<file path="src/rtl/ram_pkg.sv">
// Shared definitions for the RAM burst master: default widths and FSM encoding.
package ram_pkg;

  localparam int unsigned DefAddrW = 5;
  localparam int unsigned DefDataW = 32;

  typedef enum logic [2:0] {
    StIdle  = 3'd0,
    StWr    = 3'd1,
    StRdReq = 3'd2,
    StRdCap = 3'd3,
    StRdOut = 3'd4
  } state_e;

endpackage

</file>
<file path="src/rtl/ram_burst_master_if.sv">
// Command, write-data, read-data and RAM-port signals of the burst master.
// The master modport is the controller view; slave is the sequencer/RAM view.
interface ram_burst_master_if
  import ram_pkg::*;
#(
  parameter int unsigned ADDR_W = DefAddrW,
  parameter int unsigned DATA_W = DefDataW
);

  logic              cmd_valid;
  logic              cmd_ready;
  logic              cmd_write;
  logic [ADDR_W-1:0] cmd_addr;
  logic [ADDR_W-1:0] cmd_len;

  logic              wdata_valid;
  logic              wdata_ready;
  logic [DATA_W-1:0] wdata;

  logic              rdata_valid;
  logic              rdata_ready;
  logic [DATA_W-1:0] rdata;

  logic              busy;
  logic              done;

  logic              ram_cen;
  logic              ram_wen;
  logic [ADDR_W-1:0] ram_addr;
  logic [DATA_W-1:0] ram_din;
  logic [DATA_W-1:0] ram_dout;

  modport master (
    input  cmd_valid, cmd_write, cmd_addr, cmd_len,
    input  wdata_valid, wdata, rdata_ready, ram_dout,
    output cmd_ready, wdata_ready, rdata_valid, rdata, busy, done,
    output ram_cen, ram_wen, ram_addr, ram_din
  );

  modport slave (
    output cmd_valid, cmd_write, cmd_addr, cmd_len,
    output wdata_valid, wdata, rdata_ready, ram_dout,
    input  cmd_ready, wdata_ready, rdata_valid, rdata, busy, done,
    input  ram_cen, ram_wen, ram_addr, ram_din
  );

endinterface

</file>
<file path="src/rtl/ram_burst_master.sv">
// Burst controller for a single-port synchronous RAM with 1-cycle registered read data.
// Writes stream one beat per cycle; reads issue, capture, then present each beat.
module ram_burst_master
  import ram_pkg::*;
#(
  parameter int unsigned ADDR_W = DefAddrW,
  parameter int unsigned DATA_W = DefDataW
) (
  input logic                clk,
  input logic                rst_n,
  ram_burst_master_if.master bus
);

  state_e            state_q;
  logic [ADDR_W-1:0] cur_addr_q;
  logic [ADDR_W-1:0] remaining_q;
  logic [DATA_W-1:0] rdata_q;
  logic              done_q;

  // Burst sequencing: address/beat counters, read capture and the done pulse.
  always_ff @(posedge clk or negedge rst_n) begin
    if (!rst_n) begin
      state_q     <= StIdle;
      cur_addr_q  <= '0;
      remaining_q <= '0;
      rdata_q     <= '0;
      done_q      <= 1'b0;
    end else begin
      done_q <= 1'b0;
      case (state_q)
        StIdle: begin
          if (bus.cmd_valid) begin
            cur_addr_q  <= bus.cmd_addr;
            remaining_q <= bus.cmd_len;
            state_q     <= bus.cmd_write ? StWr : StRdReq;
          end
        end
        StWr: begin
          if (bus.wdata_valid) begin
            cur_addr_q <= cur_addr_q + 1'b1;  // wraps at the top of the RAM
            if (remaining_q == '0) begin
              done_q  <= 1'b1;
              state_q <= StIdle;
            end else begin
              remaining_q <= remaining_q - 1'b1;
            end
          end
        end
        StRdReq: state_q <= StRdCap;
        StRdCap: begin
          // RAM dout still holds the read issued last cycle; it zeroes only after this edge.
          rdata_q <= bus.ram_dout;
          state_q <= StRdOut;
        end
        StRdOut: begin
          if (bus.rdata_ready) begin
            cur_addr_q <= cur_addr_q + 1'b1;
            if (remaining_q == '0) begin
              done_q  <= 1'b1;
              state_q <= StIdle;
            end else begin
              remaining_q <= remaining_q - 1'b1;
              state_q     <= StRdReq;
            end
          end
        end
        default: state_q <= StIdle;
      endcase
    end
  end

  // Handshake and RAM-port outputs decoded from state; RAM port idles in IDLE.
  always_comb begin
    bus.cmd_ready   = (state_q == StIdle);
    bus.busy        = (state_q != StIdle);
    bus.done        = done_q;
    bus.wdata_ready = (state_q == StWr);
    bus.rdata_valid = (state_q == StRdOut);
    bus.rdata       = rdata_q;
    bus.ram_cen     = ((state_q == StWr) && bus.wdata_valid) || (state_q == StRdReq);
    bus.ram_wen     = (state_q == StWr);
    bus.ram_addr    = (state_q == StIdle) ? '0 : cur_addr_q;
    bus.ram_din     = (state_q == StWr) ? bus.wdata : '0;
  end

endmodule

</file>
<file path="src/flat_wrapper.sv">
// flat-port wrapper written by rule: the top's interface ports become plain ports
module ram_burst_master_flat import ram_pkg::*;
#(
  parameter int unsigned ADDR_W = DefAddrW,
  parameter int unsigned DATA_W = DefDataW
)
  (clk, rst_n, bus_cmd_valid, bus_cmd_write, bus_cmd_addr, bus_cmd_len, bus_wdata_valid, bus_wdata, bus_rdata_ready, bus_ram_dout, bus_cmd_ready, bus_wdata_ready, bus_rdata_valid, bus_rdata, bus_busy, bus_done, bus_ram_cen, bus_ram_wen, bus_ram_addr, bus_ram_din);
  ram_burst_master_if #(.ADDR_W(ADDR_W), .DATA_W(DATA_W)) bus_i ();
  input logic clk;
  input logic rst_n;
  input wire logic [$bits(bus_i.cmd_valid)-1:0] bus_cmd_valid;
  input wire logic [$bits(bus_i.cmd_write)-1:0] bus_cmd_write;
  input wire logic [$bits(bus_i.cmd_addr)-1:0] bus_cmd_addr;
  input wire logic [$bits(bus_i.cmd_len)-1:0] bus_cmd_len;
  input wire logic [$bits(bus_i.wdata_valid)-1:0] bus_wdata_valid;
  input wire logic [$bits(bus_i.wdata)-1:0] bus_wdata;
  input wire logic [$bits(bus_i.rdata_ready)-1:0] bus_rdata_ready;
  input wire logic [$bits(bus_i.ram_dout)-1:0] bus_ram_dout;
  output wire logic [$bits(bus_i.cmd_ready)-1:0] bus_cmd_ready;
  output wire logic [$bits(bus_i.wdata_ready)-1:0] bus_wdata_ready;
  output wire logic [$bits(bus_i.rdata_valid)-1:0] bus_rdata_valid;
  output wire logic [$bits(bus_i.rdata)-1:0] bus_rdata;
  output wire logic [$bits(bus_i.busy)-1:0] bus_busy;
  output wire logic [$bits(bus_i.done)-1:0] bus_done;
  output wire logic [$bits(bus_i.ram_cen)-1:0] bus_ram_cen;
  output wire logic [$bits(bus_i.ram_wen)-1:0] bus_ram_wen;
  output wire logic [$bits(bus_i.ram_addr)-1:0] bus_ram_addr;
  output wire logic [$bits(bus_i.ram_din)-1:0] bus_ram_din;
  assign bus_i.cmd_valid = bus_cmd_valid;
  assign bus_i.cmd_write = bus_cmd_write;
  assign bus_i.cmd_addr = bus_cmd_addr;
  assign bus_i.cmd_len = bus_cmd_len;
  assign bus_i.wdata_valid = bus_wdata_valid;
  assign bus_i.wdata = bus_wdata;
  assign bus_i.rdata_ready = bus_rdata_ready;
  assign bus_i.ram_dout = bus_ram_dout;
  assign bus_cmd_ready = bus_i.cmd_ready;
  assign bus_wdata_ready = bus_i.wdata_ready;
  assign bus_rdata_valid = bus_i.rdata_valid;
  assign bus_rdata = bus_i.rdata;
  assign bus_busy = bus_i.busy;
  assign bus_done = bus_i.done;
  assign bus_ram_cen = bus_i.ram_cen;
  assign bus_ram_wen = bus_i.ram_wen;
  assign bus_ram_addr = bus_i.ram_addr;
  assign bus_ram_din = bus_i.ram_din;
  ram_burst_master #(.ADDR_W(ADDR_W), .DATA_W(DATA_W)) u_core (.clk(clk), .rst_n(rst_n), .bus(bus_i));
endmodule
</file>
<file path="config.mk">
export PLATFORM = sky130hd
export DESIGN_NAME = ram_burst_master_flat
export DESIGN_NICKNAME = d
export VERILOG_FILES = /design/src/rtl/ram_pkg.sv /design/src/rtl/ram_burst_master_if.sv /design/src/rtl/ram_burst_master.sv /design/src/flat_wrapper.sv
export SDC_FILE = /design/constraint.sdc
export NUM_CORES = 1
export LEC_CHECK = 0
export BUFFER_PORTS_ARGS = -buffer_cell sky130_fd_sc_hd__buf_4
export CAP_MARGIN = 0
export CORE_MARGIN = 2
export CORE_UTILIZATION = 45
export CTS_CLUSTER_DIAMETER = 120
export DETAILED_ROUTE_END_ITERATION = 7
export PLACE_DENSITY = 0.92
export SYNTH_ARGS = -nofsm -noshare
export SYNTH_HDL_FRONTEND = slang
export SYNTH_SLANG_ARGS = --single-unit
</file>
<file path="constraint.sdc">
create_clock -name clk -period 5 [get_ports clk]
set_clock_uncertainty 0.15 [all_clocks]
set_input_delay 0.5 -clock clk [delete_from_list [all_inputs] [get_ports clk]]
set_output_delay 0.5 -clock clk [all_outputs]
set_load 0.01 [all_outputs]
</file>
==> impl_metrics.toml, run 1 <==
[cells_and_area]
area.growth.synth_to_final_pct = 53.2
finalInstanceArea_sq_um = 3630
diodes = 0
utilization_pct = 71.1
filler_cell_count = 394
layout-drive-gt1-share_pct = 56.1
most_common_cell_after_layout_fill_and_taps_aside = "sky130_fd_sc_hd__buf_4"
most_frequent_cells_in_the_layout = "sky130_fd_sc_hd__buf_4 (155), sky130_fd_sc_hd__dfrtp_1 (46), sky130_fd_sc_hd__mux2_2 (33), sky130_fd_sc_hd__and2_1 (32), sky130_fd_sc_hd__o21ai_0 (11)"
nets = 439

[timing]
timing.setup.tns_ns = 0
fmax_ghz = 0.346
setup_viol = 0
timing_worst_slew_pin_value_ns = 0.986
rsz_0062_raised_after_global_routing = "no"
post-route-period-util_pct = 57.8
max_slew_margin_pct = 33.8
finalWorstPathRequiredPeriod_ns = 2.89
hold_viol_final = 0
drv_slew = 0

[worst_setup_path]
timing.critical_path.fanout_max = 35
crit_buf_inv = 1
cp.required_ns = 4.35
critical_path.slowest_cell = "sky130_fd_sc_hd__nor3b_4"
critical_path.startpoint_type = "register"
cp.arrival_ns = 2.24
setup.worst_path.end_class = "primary output"
critical_path.max_stage_delay_ns = 0.90
crit_family = "simple AND/OR/NAND/NOR gates"
critPathKind = "register to primary output"
r2r_cells = 2
timing.critical_path.cells = "nor3b_4 > and2_1 > buf_4"
cp_num_cells = 3

[synthesis]
postSynthRegisterBits = 46
yosysUniqueCellTypes = 42
synth_fp_nets = 292
yosysWarningCount = 0
syn-mean-instance-area_sq_um = 11.3
synth_enable_flop_cells = 0
synth_simple_gate_area_share_pct = 17.5
mappedNetlistArea_sq_um = 2370
synth.yosys.seq_area_share_pct = 48.5
async_flop_share_pct = 100
area_share_of_fa_ha_maj_cells_after_synthesis_pct = 1.05
synth-xor-area-share_pct = 0.369
syn_inst = 210
combinational_family_with_the_most_area_after_synthesis = "simple AND/OR/NAND/NOR gates"
dominantRegCellSynth = "sky130_fd_sc_hd__dfrtp_1"
synth.mux.area_fraction_pct = 16.5
synth_compound_area_share_pct = 10.9

[routing]
totalWireLength_mm = 6.32
drt_drc_violations_left = 0
routed_wire_per_std_cell_microns = 14.8
dr.pass1.iters = 4
drtIter0Drc = 89
vias_per_cell = 4.98
antenna_violating_nets_post_route = 0
vias = 2130

[pwr]
p_switching_uw = 904
share_comb_of_total_power_pct = 58.5
powerDensity_nw_per_um2 = 638
power.clock.fraction_pct = 10.2
leakagePower_uw = 0.00180
cellInternalPower_uw = 1410
ir_drop_uv = 409
sw_frac_of_total_pct = 39.0
seq_power_share_pct = 31.3

[die]
die_w_microns = 76.6
die_height_microns = 76.6
floorplan.core_area_sq_um = 5110
design.die.area_sq_um = 5870
fp-row-count = 26
initial_utilization_pct = 46.4
top_level_ports = 156

[flow_run]
reported_max_cap_violation_count = 0

[grt]
grtUsageTotal_pct = 21.4
grt_pass1_wl_mm = 10.2
grt_pass1_vias = 2130
grt_overflow = 0
grt_max_degree = 47
grt_antenna_before_repair = 0

[clocking]
post_cts.resized_instances = 0
clk_root_buffer_cell = "sky130_fd_sc_hd__clkbuf_8"
clkSinkCount = 46
worst_setup_hold_path_clk_slew_ns = 0.08
numCtsBuffers = 5
cts_tree = "done"
worst_skew_pair.late_latency_ns = 0.29
post_cts_buffers = 0
postCtsHoldBufs = 0
maximum_number_of_buffers_from_clock_root_to_sink = 2
htreeDepth = 2

[place]
buffer_ports.inserted = 155
dpl-instance-area_sq_um = 3530
gp_congestion = 0.841
detailed_place_hpwl_mm = 4.95

[hold_path]
hp-class = "primary input to asynchronous set/reset pin"

[status]
status = "completed"
==> cell families after synthesis <==
kind of cell	Yosys count
AND/OR/NAND/NOR	64
XOR/XNOR	1
multiplexers	35
adder cells (fa/ha/maj)	2
AO/OA/AOI/OAI	39
flip-flops	46
buffers and inverters	23
==> through the flow <==
stage | worst slack [ns] | total power [uW] | hold slack [ns] | cells
after detailed placement | 2.07 | 2090 | 0.344 | 420
after floorplan | 3.01 | 1510 | 0.0544 | 210
final | 2.11 | 2320 | 0.0522 | 428
after global placement | 2.21 | 2020 | 0.339 | 420
after CTS | 1.76 | 2320 | 0.0643 | 428
after global routing | 1.91 | 2480 | 0.0930 | 428
==> path summary, 6_finish.rpt <==
kind | to | slack [ns] | startpoint
max | bus_ram_din[11] | 2.11 | u_core.state_q[1]$_DFFE_PN0P_
min | u_core.cur_addr_q[0]$_DFFE_PN0P_ | 0.05 | rst_n
max reg2reg | u_core.bus.rdata[3]$_DFFE_PN0P_ | 2.53 | u_core.state_q[1]$_DFFE_PN0P_
min reg2reg | u_core.bus.rdata[18]$_DFFE_PN0P_ | 0.36 | u_core.bus.rdata[18]$_DFFE_PN0P_
max in group asynchronous | u_core.bus.rdata[12]$_DFFE_PN0P_ | 4.26 | rst_n
min in group clk | u_core.bus.rdata[4]$_DFFE_PN0P_ | 0.29 | bus_ram_dout[4]
==> worst reg2reg max path, delay by kind of cell, from the launching register on <==
family        cells  cell delay (ns)
flops             1             0.88
simple gates      1             0.77
mux               1             0.56
==> metal layers <==
metal	global-route usage, %	wire [microns]
met1	29.1	2630
met2	36.3	3250
met3	4.15	403
met4	3.09	25
met5	0	0
==> power by group through the flow <==
stage	logic [uW]	clock network, uW	registers (uW)
after CTS	1360	240	722
after detailed placement	1360	0	730
after global routing	1470	257	755
after floorplan	781	0	731
after global placement	1310	0	716
final	1360	235	725
==> cells in the mapped netlist (2+ instances only) <==
cell                        instances  area [sq um]
sky130_fd_sc_hd__ha_1               2          25.0
sky130_fd_sc_hd__nand2_1            2          7.51
sky130_fd_sc_hd__a21oi_1            8          40.0
sky130_fd_sc_hd__and2_1            32           200
sky130_fd_sc_hd__clkbuf_1           4          15.0
sky130_fd_sc_hd__nor2_1             8          30.0
sky130_fd_sc_hd__o31ai_1            2          15.0
sky130_fd_sc_hd__mux2i_1            2          20.0
sky130_fd_sc_hd__a2bb2oi_1          2          17.5
sky130_fd_sc_hd__o22ai_1            2          12.5
sky130_fd_sc_hd__o21ai_0           11          55.1
sky130_fd_sc_hd__mux2_2            33           372
sky130_fd_sc_hd__nand3_1            2          10.0
sky130_fd_sc_hd__o21bai_1           3          22.5
sky130_fd_sc_hd__nor4_1             4          25.0
sky130_fd_sc_hd__buf_2              7          35.0
sky130_fd_sc_hd__buf_6              3          33.8
sky130_fd_sc_hd__nor2b_1            4          25.0
sky130_fd_sc_hd__a211oi_1           2          15.0
sky130_fd_sc_hd__dfrtp_1           46          1150
sky130_fd_sc_hd__a22oi_1            2          15.0
sky130_fd_sc_hd__inv_1              8          30.0
sky130_fd_sc_hd__nor3b_1            2          15.0
==> registers in the layout (all words and copies together), names as in the netlist <==
signal	cells
u_core.bus.rdata	32
u_core.state_q	3
u_core.bus.done	1
u_core.remaining_q	5
u_core.cur_addr_q	5
==> cell type report <==
class                   count  area, sq um  area share (%)
clock inverters             1         8.76           0.241
multi-input cells         141         1110            30.4
clock buffers               7         86.3            2.38
inverters                   8         30.0           0.826
repair buffers            155         1160            32.0
flip-flops and latches     46         1150            31.7
well taps                  70         87.6            2.41
(Power assumes the default switching activity.)
==> run 2: changes to the inputs <==
Settings changed: CORE_UTILIZATION 45 to 42, PLACE_DENSITY 0.92 to 0.87.
Clock period 5 ns to 2.8 ns, I/O delays scaled along.
==> run 2 against run 1 <==
Power rose by 79%; non-clock buffer count rose by 5; setup slack got worse by 1.7 ns; cell count rose by 1.6%; core utilization fell by 4.2 points.
==> impl_metrics.toml, run 2 (synthesis results as in run 1) <==
[status]
status = "completed"

[routing]
vias_per_cell = 4.92
routed_wire_per_std_cell_microns = 14.8
drtIter0Drc = 80
dr.pass1.iters = 4
antenna_violating_nets_post_route = 0
vias = 2139
totalWireLength_mm = 6.46
drt_drc_violations_left = 0

[die]
top_level_ports = 156
floorplan.core_area_sq_um = 5470
initial_utilization_pct = 43.3
die_w_microns = 79.2
fp-row-count = 27
die_height_microns = 79.2
design.die.area_sq_um = 6270

[timing]
rsz_0062_raised_after_global_routing = "no"
timing.setup.tns_ns = 0
post-route-period-util_pct = 83.9
max_slew_margin_pct = 46.6
drv_slew = 0
hold_ws_ns = 0.0571
hold_viol_final = 0
finalWorstSetupSlack_ns = 0.452
timing_worst_slew_pin_value_ns = 0.801
finalWorstPathRequiredPeriod_ns = 2.35
fmax_ghz = 0.426
setup_viol = 0

[worst_setup_path]
critical_path.startpoint_type = "register"
cp.required_ns = 2.37
cp.arrival_ns = 1.92
critPathKind = "register to primary output"
setup.worst_path.end_class = "primary output"
timing.critical_path.fanout_max = 34

[grt]
grt_pass1_wl_mm = 10.1
grtUsageTotal_pct = 20.1
grt_overflow = 0
grt_max_degree = 47
grt_antenna_before_repair = 0
grt_pass1_vias = 2052

[cells_and_area]
most_frequent_cells_in_the_layout = "sky130_fd_sc_hd__buf_4 (159), sky130_fd_sc_hd__dfrtp_1 (46), sky130_fd_sc_hd__mux2_2 (33), sky130_fd_sc_hd__and2_1 (32), sky130_fd_sc_hd__o21ai_0 (11)"
largest_register_ffs = 32
diodes = 0
most_common_cell_after_layout_fill_and_taps_aside = "sky130_fd_sc_hd__buf_4"
nets = 444
layout-drive-gt1-share_pct = 56.5
filler_cell_count = 424
area.growth.synth_to_final_pct = 54.3
finalInstanceArea_sq_um = 3660

[clocking]
clk_root_buffer_cell = "sky130_fd_sc_hd__clkbuf_8"
worst_setup_hold_path_clk_slew_ns = 0.08
clkSinkCount = 46
cts_tree = "done"
post_cts.resized_instances = 0
numCtsBuffers = 5
htreeDepth = 2
maximum_number_of_buffers_from_clock_root_to_sink = 2
worst_skew_pair.late_latency_ns = 0.29

[pwr]
leakagePower_uw = 0.00181
ir_drop_uv = 794
powerDensity_nw_per_um2 = 1130

[place]
detailed_place_hpwl_mm = 4.96
buffer_ports.inserted = 155
dpl-instance-area_sq_um = 3560
gp_congestion = 0.852
dp_worst_setup_slack_ns = 0.783

[flow_run]
reported_max_cap_violation_count = 0

[hold_path]
hp-class = "primary input to register"
run 2: cell count changes in the layout (fill, tap and decap cells not counted), sizes merged:
cell         delta
clkbuf          -1
dlygate4sd3     +1
inv             -1
clkinv          +2
buf             +4
run 2: critical path, cell delays in order, from the launching register on:
cell and delay [ns]:
sky130_fd_sc_hd__dfrtp_1 0.68, sky130_fd_sc_hd__nor3b_2 0.34, sky130_fd_sc_hd__buf_4 0.30, sky130_fd_sc_hd__and2_1 0.18, sky130_fd_sc_hd__buf_4 0.12
run 2: through the flow:
step | util (%) | power (uW) | std cells
final | 66.9 | 4150 | 435
after global routing | 66.9 | 4470 | 435
after CTS | 66.9 | 4190 | 435
after detailed placement | 65.1 | 3770 | 426
after global placement | 65.1 | 3690 | 426
after floorplan | - | 2700 | 210
run 2: path summary, 6_finish.rpt:
kind / depth (start not counted) / endpoint / start / slack (ns)
setup / recovery: 4 / bus_ram_din[7] / u_core.state_q[1]$_DFFE_PN0P_ / 0.45
max in group asynchronous: 2 / u_core.bus.rdata[18]$_DFFE_PN0P_ / rst_n / 1.74
hold reg to reg: 1 / u_core.bus.rdata[13]$_DFFE_PN0P_ / u_core.bus.rdata[13]$_DFFE_PN0P_ / 0.36
hold / removal: 2 / u_core.state_q[2]$_DFFE_PN0P_ / bus_rdata_ready / 0.06
setup reg to reg: 4 / u_core.remaining_q[0]$_DFFE_PN0P_ / u_core.state_q[0]$_DFFE_PN0P_ / 0.74
min in group asynchronous: 2 / u_core.bus.rdata[1]$_DFFE_PN0P_ / rst_n / 0.37
run 2: report_power, final:
| group | total [uW] | switching [uW] | internal (uW) | leakage [uW] |
|---|---|---|---|---|
| registers | 1290 | 292 | 1000 | 0.000547 |
| clock network | 399 | 222 | 176 | 0.0000452 |
| logic | 2460 | 1110 | 1350 | 0.00122 |
| total | 4150 | 1620 | 2530 | 0.00181 |
run 2: what timing repair did:
item / 4_1_cts / 5_1_grt
setup buffers: 0 / 0
hold endpoints to repair: 46 / 0
hold buffers: 1 / 0
run 2: area by class of cell:
| type | count | area, sq um | share of cell area [%] |
|---|---|---|---|
| Timing Repair Buffer | 160 | 1200 | 32.9 |
| Tap cell | 72 | 90.1 | 2.46 |
| Clock buffer | 6 | 72.6 | 1.98 |
| Sequential cell | 46 | 1150 | 31.4 |
| Clock inverter | 2 | 13.8 | 0.376 |
| Inverter | 8 | 30.0 | 0.820 |
| Multi-Input combinational cell | 141 | 1100 | 30.0 |
run 2: metal layers:
layer / GRT usage [%] / share of wire (%) / vias up
li1: - / - / 1039
met1: 26.7 / 42 / 1020
met3: 3.52 / 6.5 / 0
met4: 2.93 / 0 / 0
met2: 35.3 / 52 / 80
met5: 0 / 0 / -
==> run 3: changes to the inputs <==
Settings changed: CORE_UTILIZATION 42 to 38, PLACE_DENSITY 0.87 to 0.83.
Clock period 2.8 ns to 1.96 ns, I/O delays scaled along.
==> run 3 against run 2 <==
Die area grew 10%; sequential power rose by 37%; non-clock buffer count increased by 44; clock power rose by 51%; global-route usage grew 0.73 points; via count rose by 7.7%; setup slack got worse by 0.36 ns; core utilization up 1.9 points; flip-flop and latch count did not move; worst hold slack lost 0.011 ns; register-to-register slack got worse by 0.61 ns; critical path depth up 1.
==> impl_metrics.toml, run 3 (synthesis results as in run 1) <==
[status]
status = "completed"

[worst_setup_path]
critPathKind = "register to primary output"
timing.critical_path.fanout_max = 10
r2r_cells = 7
setup.worst_path.end_class = "primary output"
regToRegSetupSlack_ns = 0.13
cp.arrival_ns = 1.52
cp.required_ns = 1.61
crit-reg2reg-launch = "u_core.remaining_q[0]$_DFFE_PN0P_"
r2r_end = "u_core.remaining_q[2]$_DFFE_PN0P_"
critical_path.startpoint_type = "register"

[timing]
finalWorstSetupSlack_ns = 0.0940
finalWorstPathRequiredPeriod_ns = 1.87
hold_viol_final = 0
timing_worst_slew_pin_value_ns = 0.593
post-route-period-util_pct = 95.2
drv_slew = 0
rsz_0062_raised_after_global_routing = "no"
max_slew_margin_pct = 60.5
setup_viol = 0
timing.setup.tns_ns = 0
fmax_ghz = 0.536

[cells_and_area]
most_common_cell_after_layout_fill_and_taps_aside = "sky130_fd_sc_hd__buf_4"
most_frequent_cells_in_the_layout = "sky130_fd_sc_hd__buf_4 (166), sky130_fd_sc_hd__dfrtp_1 (43), sky130_fd_sc_hd__dlygate4sd3_1 (35), sky130_fd_sc_hd__mux2_2 (33), sky130_fd_sc_hd__and2_1 (32)"
filler_cell_count = 443
utilization_pct = 68.8
multiInputGateArea_sq_um = 1110
layout-drive-gt1-share_pct = 53.8
nets = 488
area.growth.synth_to_final_pct = 73.6
largest_register_ffs = 32
diodes = 0
final-seq-area_sq_um = 1150

[routing]
routed_wire_per_std_cell_microns = 15.0
drtIter0Drc = 105
antenna_violating_nets_post_route = 0
dr.pass1.iters = 4
vias = 2304
totalWireLength_mm = 7.25
drt_drc_violations_left = 0
vias_per_cell = 4.78

[die]
top_level_ports = 156
die_height_microns = 83.0
design.die.area_sq_um = 6890
initial_utilization_pct = 39.6
floorplan.core_area_sq_um = 5990
fp-row-count = 28
die_w_microns = 83.0

[hold_path]
hold_depth = 3
min_to = "u_core.remaining_q[2]$_DFFE_PN0P_"
hp-start = "bus_cmd_len[2]"
hp-class = "primary input to register"

[grt]
grt_overflow = 0
grt_pass1_vias = 2448
grtUsageTotal_pct = 20.9
grt_antenna_before_repair = 0
grt_max_degree = 47
grt_pass1_wl_mm = 11.9

[clocking]
worst_setup_hold_path_clk_slew_ns = 0.09
numCtsBuffers = 5
worst_skew_pair.late_latency_ns = 0.29
clk_root_buffer_cell = "sky130_fd_sc_hd__clkbuf_8"
clkSinkCount = 46
maximum_number_of_buffers_from_clock_root_to_sink = 2
htreeDepth = 2
cts_tree = "done"

[place]
dp_worst_setup_slack_ns = 0.159
buffer_ports.inserted = 155
gp_congestion = 0.879
detailed_place_hpwl_mm = 5.03

[flow_run]
reported_max_cap_violation_count = 0

[pwr]
ir_drop_uv = 986
leakagePower_uw = 0.00201
powerDensity_nw_per_um2 = 1520
==> run 3: layout make-up <==
class	count	area share, %
Clock buffer	6	2.00
Clock inverter	2	0.304
Inverter	8	0.729
Multi-Input combinational cell	141	26.9
Sequential cell	46	28.0
Tap cell	75	2.28
Timing Repair Buffer	204	39.8
==> run 3: repair_timing <==
item                       in CTS  in global routing
hold endpoints to repair       80                  0
pin swaps                       0                  1
gates resized for setup         3                  5
gates cloned                    0                  1
setup endpoints to repair      34                 33
setup buffers                   2                  3
hold buffers                   35                  0
==> run 3: critical path: stages, from the launching register on <==
cell,delay [ns]
sky130_fd_sc_hd__dfrtp_2,0.47
sky130_fd_sc_hd__buf_4,0.19
sky130_fd_sc_hd__nor3_1,0.20
sky130_fd_sc_hd__buf_4,0.18
sky130_fd_sc_hd__nor2b_1,0.06
sky130_fd_sc_hd__buf_4,0.14
==> run 3: how the worst max path moves through the flow <==
stage               cells after the start                          start                                to
floorplan                               3  u_core.state_q[0]$_DFFE_PN0P_                          bus_busy
CTS                                     4  u_core.state_q[2]$_DFFE_PN0P_                   bus_ram_din[20]
detailed placement                      4  u_core.state_q[0]$_DFFE_PN0P_                   bus_ram_din[20]
global route                            4  u_core.state_q[2]$_DFFE_PN0P_                   bus_ram_din[22]
finish                                  5  u_core.state_q[1]$_DFFE_PN0P_                   bus_ram_addr[2]
global placement                        5  u_core.state_q[2]$_DFFE_PN0P_  u_core.cur_addr_q[0]$_DFFE_PN0P_
==> run 3: power by group <==
group          total [uW]  switching [uW]  internal (uW)
sequential           1770             331           1440
clock                 603             319            284
combinational        3900            1760           2140
==> run 3: routing by layer <==
layer,track usage [%],routed length [microns],up-vias
met5,0,0,-
li1,-,-,1125
met1,25.8,3050,1085
met3,3.88,375,4
met4,3.73,17,0
met2,38.2,3810,90
==> run 3: metrics by stage <==
stage | power [uW] | std cells | instance area [sq um] | hold slack [ns]
floorplan | 3860 | 210 | 2370 | -0.250
finish | 6270 | 482 | 4120 | 0.0465
global placement | 5340 | 433 | 3610 | 0.0833
detailed placement | 5470 | 433 | 3610 | 0.0900
CTS | 6180 | 478 | 4080 | 0.0389
global route | 6730 | 482 | 4120 | 0.0556
